[src/rtl/bp_fpga_host_nbf_rx.sv]
// Assembles UART bytes (opcode, address LSB-first, data LSB-first) into one NBF packet.
// nbf_v_o rises 1 cycle after the last byte; no bytes are accepted while a packet is held.
module bp_fpga_host_nbf_rx #(
    parameter int nbf_addr_width_p = 40,
    parameter int nbf_data_width_p = 64,
    parameter int timeout_cycles_p = 2000000
) (
    input  logic                        clk_i,
    input  logic                        reset_i,
    input  logic [7:0]                  byte_i,
    input  logic                        byte_v_i,
    output logic                        byte_ready_and_o,
    input  logic                        byte_err_i,
    output logic [7:0]                  nbf_opcode_o,
    output logic [nbf_addr_width_p-1:0] nbf_addr_o,
    output logic [nbf_data_width_p-1:0] nbf_data_o,
    output logic                        nbf_v_o,
    input  logic                        nbf_yumi_i,
    output logic                        error_o,
    output logic [7:0]                  drop_count_o
);

    localparam int addr_bytes = nbf_addr_width_p / 8;
    localparam int pkt_bytes  = 1 + addr_bytes + nbf_data_width_p / 8;
    localparam int cnt_w      = $clog2(pkt_bytes);
    localparam int tmo_w      = $clog2(timeout_cycles_p + 1);

    typedef enum logic {COLLECT, FULL} state_e;

    state_e                 state, state_n;
    logic [cnt_w-1:0]       cnt;
    logic [tmo_w-1:0]       tmo;
    logic [pkt_bytes*8-1:0] pkt;
    logic                   ready;
    logic                   xfer;
    logic                   last;
    logic                   timeout;
    logic                   evt;

    always_ff @(posedge clk_i or posedge reset_i) begin
        if (reset_i) state <= COLLECT;
        else         state <= state_n;
    end

    always_comb begin
        state_n = state;
        ready   = 1'b0;
        xfer    = 1'b0;
        last    = (cnt == cnt_w'(pkt_bytes - 1));
        timeout = 1'b0;
        case (state)
            COLLECT: begin
                ready   = 1'b1;
                xfer    = byte_v_i;
                // An accepted byte restarts the idle window, so it can never coincide with a timeout.
                timeout = (cnt != '0) && !byte_v_i && (tmo == tmo_w'(timeout_cycles_p - 1));
                if (byte_v_i && last && !byte_err_i) state_n = FULL;
            end
            FULL: begin
                if (nbf_yumi_i) state_n = COLLECT;
            end
            default: state_n = COLLECT;
        endcase
        evt = byte_err_i | timeout;
    end

    always_ff @(posedge clk_i or posedge reset_i) begin
        if (reset_i) begin
            cnt          <= '0;
            tmo          <= '0;
            pkt          <= '0;
            error_o      <= 1'b0;
            drop_count_o <= 8'd0;
        end else begin
            error_o <= evt;
            if (evt && drop_count_o != 8'hff) drop_count_o <= drop_count_o + 8'd1;
            if (state == COLLECT) begin
                if (evt) begin
                    cnt <= '0;
                    tmo <= '0;
                end else if (xfer) begin
                    tmo <= '0;
                    cnt <= last ? '0 : cnt + cnt_w'(1);
                    for (int i = 0; i < pkt_bytes; i++) begin
                        if (cnt == cnt_w'(i)) pkt[i*8 +: 8] <= byte_i;
                    end
                end else if (cnt != '0) begin
                    tmo <= tmo + tmo_w'(1);
                end
            end
        end
    end

    assign byte_ready_and_o = ready & ~reset_i;
    assign nbf_v_o          = (state == FULL);
    assign nbf_opcode_o     = pkt[7:0];
    assign nbf_addr_o       = pkt[8 +: nbf_addr_width_p];
    assign nbf_data_o       = pkt[8 + nbf_addr_width_p +: nbf_data_width_p];

endmodule

[config.mk]
export PLATFORM = sky130hd
export DESIGN_NAME = bp_fpga_host_nbf_rx
export DESIGN_NICKNAME = d
export VERILOG_FILES = /design/src/rtl/bp_fpga_host_nbf_rx.sv
export SDC_FILE = /design/constraint.sdc
export NUM_CORES = 1
export LEC_CHECK = 0
export CORE_MARGIN = 3
export CORE_UTILIZATION = 50
export CTS_CLUSTER_SIZE = 10
export DETAILED_ROUTE_END_ITERATION = 8
export PLACE_DENSITY = 0.84
export SETUP_SLACK_MARGIN = 0.05
export SLEW_MARGIN = 30
export SYNTH_ARGS = -nofsm -noshare
export SYNTH_HDL_FRONTEND = slang
export SYNTH_SLANG_ARGS = --single-unit
[constraint.sdc]
create_clock -name clk_i -period 6.4 [get_ports clk_i]
set_input_delay 1.28 -clock clk_i [delete_from_list [all_inputs] [get_ports clk_i]]
set_output_delay 1.28 -clock clk_i [all_outputs]
set_load 0.02 [all_outputs]
==> results of run 1 <==
[Yosys cell counts (all sizes together)]
library cell / n / area share (%)
clkbuf: 13 / 0.80
o31ai: 2 / 0.24
a21oi: 17 / 1.4
a21o: 1 / 0.14
nand4bb: 1 / 0.18
and2: 2 / 0.25
nor3: 3 / 0.24
a22o: 12 / 1.7
nor2b: 4 / 0.41
xor2: 4 / 0.57
nor3b: 4 / 0.49
o211ai: 1 / 0.12
dfrtp: 147 / 60
a41oi: 3 / 0.43
mux2: 114 / 21
nand3b: 2 / 0.24
xnor2: 7 / 1.0
a31oi: 7 / 0.71
nand2: 31 / 1.9
nand3: 14 / 1.1
mux2i: 2 / 0.33
nor4: 5 / 0.86
or4b: 2 / 0.39
inv: 4 / 0.24
or3: 1 / 0.18
nor2: 12 / 0.74
or2: 1 / 0.10
a22oi: 1 / 0.12
o21ai: 7 / 0.57
or4: 1 / 0.12
and4: 2 / 0.31
nand2b: 1 / 0.10
ha: 2 / 0.41
buf: 9 / 0.84
and4b: 2 / 0.33
and3b: 2 / 0.29
and3: 5 / 0.53
nand4: 3 / 0.31
o21bai: 1 / 0.12
[cell type report]
class / count / area [um2]
Multi-Input combinational cell: 279 / 2340
Timing Repair Buffer: 136 / 1360
Fill cell: 791 / 3560
Inverter: 4 / 22.5
Sequential cell: 147 / 3680
Tap cell: 143 / 179
Clock buffer: 19 / 433
Clock inverter: 12 / 135
[logic make-up after synthesis]
| family | Yosys count |
|---|---|
| and+or+nand+nor | 98 |
| muxes | 116 |
| DFF | 147 |
| buffers and inverters | 26 |
| xor gates and xnor gates | 11 |
| adders and majority gates | 2 |
| AOI/OAI and AO/OA | 52 |
[how the worst min path moves through the flow]
| stage | from | end | slack, ns | cells after the start |
|---|---|---|---|---|
| 2_1_floorplan | tmo[19] | tmo[19] | 0.48 | 1 |
| 3_3_place_gp | pkt[69] | pkt[69] | 0.49 | 1 |
| 3_5_place_dp | pkt[15] | pkt[15] | 0.49 | 1 |
| 4_1_cts | pkt[86] | pkt[86] | 0.51 | 1 |
| 5_1_grt | pkt[59] | pkt[59] | 0.52 | 1 |
| 6_report | pkt[32] | pkt[32] | 0.50 | 1 |
[power breakdown]
part | internal, mW | leakage, nW | switching (mW) | total, mW
clock network | 0.573 | 0.271 | 0.384 | 0.957
logic | 0.226 | 1.48 | 0.242 | 0.468
registers | 1.02 | 1.98 | 0.0656 | 1.08
[state kept, by name, indices dropped and copies added (netlist names)]
signal / flops
tmo: 21
pkt: 112
error_o: 1
cnt: 4
nbf_v_o: 1
drop_count_o: 8
[worst reg2reg max path, stage by stage (launching register included)]
cell and delay, ns:
sky130_fd_sc_hd__dfrtp_1 0.50, sky130_fd_sc_hd__or2_1 0.29, sky130_fd_sc_hd__nor4_1 0.58, sky130_fd_sc_hd__a21o_2 0.42
sky130_fd_sc_hd__and2_4 0.24, sky130_fd_sc_hd__mux2_4 0.29
[layer usage]
metal | share of wire, % | track usage, %
met5 | 0 | 0
met4 | 1.0 | 6.35
met3 | 9.8 | 12.7
met2 | 50 | 37.8
met1 | 39 | 28.8
[per-stage QoR]
step	power, mW	instances
3_5_place_dp	1.56	709
4_1_cts	2.52	740
3_3_place_gp	1.54	709
2_1_floorplan	1.33	452
6_report	2.51	740
5_1_grt	2.60	740
[cells in the final DEF, fill, tap and decap left out, types with 2 or more instances in the layout]
cell type / n
sky130_fd_sc_hd__and3_1: 4
sky130_fd_sc_hd__nand3_1: 14
sky130_fd_sc_hd__nor2b_1: 4
sky130_fd_sc_hd__a31oi_1: 7
sky130_fd_sc_hd__nor3b_1: 4
sky130_fd_sc_hd__clkdlybuf4s50_1: 135
sky130_fd_sc_hd__inv_1: 3
sky130_fd_sc_hd__and4b_1: 2
sky130_fd_sc_hd__nand3b_1: 2
sky130_fd_sc_hd__clkinv_4: 3
sky130_fd_sc_hd__clkbuf_1: 2
sky130_fd_sc_hd__nor3_1: 3
sky130_fd_sc_hd__bufinv_16: 2
sky130_fd_sc_hd__clkinvlp_4: 3
sky130_fd_sc_hd__nand4_1: 3
sky130_fd_sc_hd__nand2_1: 31
sky130_fd_sc_hd__clkinv_2: 3
sky130_fd_sc_hd__clkbuf_16: 17
sky130_fd_sc_hd__nor2_1: 12
sky130_fd_sc_hd__o21ai_0: 7
sky130_fd_sc_hd__xor2_1: 4
sky130_fd_sc_hd__a21oi_1: 16
sky130_fd_sc_hd__ha_1: 2
sky130_fd_sc_hd__xnor2_1: 7
sky130_fd_sc_hd__nor4_1: 3
sky130_fd_sc_hd__inv_8: 2
sky130_fd_sc_hd__a22o_1: 11
sky130_fd_sc_hd__and3b_1: 2
sky130_fd_sc_hd__o31ai_1: 2
sky130_fd_sc_hd__mux2_2: 112
sky130_fd_sc_hd__dfrtp_1: 147
sky130_fd_sc_hd__a41oi_1: 3
sky130_fd_sc_hd__mux2i_1: 2
==> results.txt, run 1 <==
The flow ran to the end, and the final reports show no timing, DRC or antenna violations. During I/O placement, the number of pins put on the boundary was 136. The logic depth of the worst setup path including buffers is 3.

For the worst flop-to-flop path, the logic depth is 5. Setup repair after global routing left no endpoint under its margin. The startpoint type of the worst setup path is a primary input.

The worst path needs 3.81 ns of the cycle, external delays included. The floorplan step defined a core boundary enclosing 11,700 um2. Counting the buffers created by CTS gives 17.

The cell count after synthesis came out at 452. In this run the critical register-to-register path is captured at drop_count_o[1]. The initial utilization of the core area, before any placement, comes to 52.3%. Post-CTS repair changed the size of 0 cells.

The first detailed-routing pass took 4 iterations. After detailed routing, the average wire length per cell comes to 20.9 um. On the worst path, the slowest cell contributes a delay of 0.61 ns. The run gives 6130 um2 as the area of the mapped netlist. The logs give 0 for the hold buffer count at CTS and 3.73 nW for the leakage power total. End point of the critical path: byte_ready_and_o.

Classification of the worst setup path: in2out. The largest fanout on the critical path is 2. After the first detailed-routing iteration, the DRC count stood at 216. The initial antenna violation count came out at 0.

The max-slew violation total from the final report came out at 0. At the placement stage, the worst setup path has a slack of 2.63 ns. The y dimension of the die works out to 117 um.

The cell type of the slowest stage on the worst timing path is sky130_fd_sc_hd__clkdlybuf4s50_1. The first global-routing pass estimated 24.3 mm of wire. The overall fraction of global-route tracks in use came out at 23.9%. The clock skew after layout was 0.00625 ns. In the final design database the tool counted 600 nets.

The data required time at the worst endpoint was 5.12 ns. The tools report the global placement routability congestion as 0.867. Root buffer cell: sky130_fd_sc_hd__clkbuf_16. The multiplexer fraction of the synthesized cell area is 21.3%. By area, the combinational part of the netlist is dominated by multiplexers. The detail route stage leaves a number of antenna-violating nets equal to 0. The worst slew margin relative to its limit is 47.4%, and the net count after synthesis is 467.

The number of buffers and inverters on the critical path is 2, and the number of hold-slack violations in the final timing report is 0. At the worst endpoint, the arrival time is 2.53 ns. Max-cap violations in this run came to 0.

The most frequent cell on the critical path is sky130_fd_sc_hd__clkdlybuf4s50_1. Derived from the worst setup path, the maximum achievable clock frequency is 263 MHz. The H-tree depth was 4; the aggregate routed wire length was 15.5 mm. Summed over all layers, the global routing overflow is 0. Counting every sink on the clock net gives 147.

The number of different library cells used by synthesis comes to 52. Measured along the x axis, the die boundary spans 117 um. The count of yosys warnings during synthesis was 0; the post-route fraction of the period consumed by the critical path was 59.5%. Entering global routing, the biggest net connects 115 pins. In this run the deepest clock path goes through 2 buffers. After routing, the total negative slack on setup checks comes to 0 ns.

The kind of capture point of the worst setup path was an output port. The full die area is 13,600 um2, and the routed via count divided by cell count is 5.67. The share of final-layout standard cells stronger than drive strength 1 is 25.8%. The most critical setup path has its startpoint at reset_i.

Setup violations remaining at the end of the flow were counted as 0. The transition time of the tightest slew-check pin is 0.786 ns. The beginning of the worst register-to-register path was nbf_v_o. The placed instance area was 7570 um2. The worst hold slack is 0.503 ns, and the HPWL reported at the end of detailed placement is 10.3 mm.

TritonCTS built the clock tree. The clock latency reported for the late side of the worst-skew pair is 0.42 ns. The synthesis-to-layout area growth is 33.0%. At the end of the flow the core is filled with cells to 69.6%.

For this block, the via count after detailed routing is 4,193. The tools report the final design instance area without fill as 8150 um2. The simple-gate area share of the yosys netlist works out to 9.11%. For the register area share after synthesis, the log shows 60.0%.

Largest delay contributor family on the critical path: buffers and inverters. Via count of the first global-routing pass: 4,430. Setup slack closes at 2.59 ns. IR analysis of the VDD net gives a maximum drop of 0.292 mV.

Kind of path behind the tightest hold check: reg2reg. For this run, design rule violations remaining after detail routing come to 0. The average cell area after synthesis came out at 13.6 um2.

The synthesized netlist devotes 5.66% of its cell area to compound gates. The total inserted antenna cells is 0. Fraction of synthesized cell area in xor and xnor cells: 1.57%.

The synthesized design contains 147 register bits. Across all register-to-register paths, the minimum setup slack is 3.96 ns. The floorplan has 39 rows. The number of setup buffers added after CTS is 0. The power density relative to cell area is 308 nW/um2. The adder and majority gate portion of the synthesized area works out to 0.408%. The signal on the critical path passes through clkdlybuf4s50_1 -> nor2_1 -> clkdlybuf4s50_1. The clock slew seen by the registers of the worst setup and hold paths was 0.06 ns; the number of buffers added on ports was 135.
Power figures use the tool's default switching activity.
==> inputs of run 2 (changes only) <==
- clock period: 6.4 -> 3.84 ns (I/O delays scaled with it)
==> results.txt, run 2 (synthesis gave the netlist of run 1 again) <==
The tree is rooted in a sky130_fd_sc_hd__clkbuf_16. The width of the chip is 117 um. Number of buffers added on ports: 135. For the max-slew violation total from the final report, the log shows 0. Once detail routing completed, the nets flagged for antenna violations numbered 0. The number of flip-flops in the largest register was 112; the worst hold slack was 0.502 ns. After floorplanning, the core was sized to cover 11,700 um2. The largest net degree at the start of global routing is 48. The clock slew seen by the registers of the worst setup and hold paths works out to 0.06 ns. The met2 global-route usage is 39.0%, and the number of vias after detailed routing is 4,258. Counting along the longest clock path gives a buffer depth of 2. The tools report the clock sink count as 147.

The final critical-path required period came out at 2.76 ns. Fmax: 363 MHz. The wire length per cell after detailed routing was 20.9 um; the global-route wire length before repair was 24.7 mm. The run gives 17 as the number of buffers created by CTS.

The worst setup path is of the in2reg kind. Global routing consumed, over all layers together, 24.1% of the routing resources. The post-route fraction of the period consumed by the critical path was 71.8%. TritonCTS built the clock tree. The worst setup path is launched from a primary input. Global routing finished with a remaining overflow of 0. The synthesis-to-layout area growth was 33.4%.

Setup violations remaining at the end of the flow were counted as 0. The y dimension of the die is 117 um, and the global-route track usage on met3 is 12.4%. The largest registers in the layout are pkt (112), tmo (21), drop_count_o (8).

pkt holds more flip-flops than any other register. The run gives 0.00998 ns as the clock skew after layout. Across the VDD grid, the largest voltage drop is 0.407 mV. For this design the ratio of total power to cell area is 515 nW/um2. In the final timing run, aggregate negative setup slack is 0 ns.

The min-delay analysis places its worst path in the category reg2reg. The kind of capture point of the worst setup path is a flip-flop. The met1 usage was 27.9%.

The total number of placement rows was 39; the number of hold-slack violations in the final timing report was 0. The via count of the first global-routing pass was 4,523. In this run the number of H-tree levels came out at 4. After the first detailed-routing iteration, the DRC count stood at 245. The run finished with clean final reports. For this run, the detailed router's first-pass iteration total came to 4. For the worst setup path, the data required time is 4.13 ns. The number of buffers inserted by post-CTS setup repair came out at 0.

The most common cell after layout, fill and taps aside was sky130_fd_sc_hd__dfrtp_1. The number of antenna diodes in the final layout is 0. For the HPWL reported at the end of detailed placement, the log shows 10.6 mm. The effective utilization at floorplan is 52.3%. The total I/O pin count was 136; the share of final-layout standard cells stronger than drive strength 1 was 26.3%. The tools report the worst slew margin relative to its limit as 38.2%. For the initial antenna violation count, the log shows 0. Setup repair after global routing left no endpoint under its margin. The routed design has 15.5 mm of wire. Max-cap violations in this run came to 0. The library cells used most frequently in the layout, excluding fill and tap cells, are 147 x sky130_fd_sc_hd__dfrtp_1, 135 x sky130_fd_sc_hd__clkdlybuf4s50_1, 112 x sky130_fd_sc_hd__mux2_2, 31 x sky130_fd_sc_hd__nand2_1, 17 x sky130_fd_sc_hd__clkbuf_16. At the worst endpoint, the arrival time is 3.05 ns. The clock reaches the later pin of the worst-skew pair after 0.42 ns. Final net count: 603. The global routing stage identified its most utilized layer as met2.

The largest fanout on the critical path works out to 8. The count of filler cells inserted in the layout was 795; the final core area utilization was 69.8%. Hold repair after CTS inserted 0 buffers. Routability-driven placement finished with a final weighted congestion of 0.840.

For the pin with the worst max-slew slack, the measured transition is 0.919 ns. In this run the static leakage power is 3.76 nW. Using the TritonRoute via totals, the vias-per-cell ratio works out to 5.73. The floorplan step defined a die boundary enclosing 13,600 um2. In the routed design, unresolved DRC markers number 0.

After clock tree synthesis, the repair step resized 0 gates.
run 2: through the flow:
stage	power, mW	cell area, um2	cells	worst slack [ns]
after floorplan	2.21	6130	452	1.22
after global placement	2.58	7590	712	0.907
after detailed placement	2.61	7590	712	0.721
after CTS	4.23	8180	743	1.13
after global routing	4.36	8180	743	1.01
final	4.21	8180	743	1.08
run 2: final cells by class:
cell class / instances / area (um2) / area share (%)
inverter: 4 / 18.8 / 0.230
clock buffer: 20 / 457 / 5.59
multi-input combinational: 279 / 2330 / 28.5
timing repair buffer: 139 / 1380 / 16.9
sequential: 147 / 3680 / 45.0
tap: 143 / 179 / 2.19
clock inverter: 11 / 128 / 1.56
run 2: final timing paths:
kind	slack (ns)	start	cells past startpoint	end
max	1.08	byte_v_i	5	pkt[96]
min	0.50	pkt[88]	1	pkt[88]
max reg2reg	1.51	nbf_v_o	4	pkt[96]
min reg2reg	0.50	pkt[88]	1	pkt[88]
max in group asynchronous	2.17	reset_i	3	pkt[101]
min in group asynchronous	0.74	reset_i	2	tmo[5]
run 2: critical path: stages:
cell and delay [ns]:
sky130_fd_sc_hd__clkdlybuf4s50_1 0.57, sky130_fd_sc_hd__nor2b_1 0.33, sky130_fd_sc_hd__nor3b_1 0.46, sky130_fd_sc_hd__and4b_1 0.52, sky130_fd_sc_hd__mux2_2 0.40
run 2: power breakdown:
part	internal, mW	switching (mW)	leakage [nW]
Combinational	0.378	0.403	1.48
Clock	0.992	0.634	0.291
Sequential	1.69	0.111	1.98
run 2: per-layer routing:
| layer | part of all wire [%] | vias to the layer above |
|---|---|---|
| met5 | 0 | - |
| met4 | 2.2 | 0 |
| met3 | 10 | 29 |
| met2 | 49 | 147 |
| met1 | 38 | 2184 |
| li1 | - | 1898 |
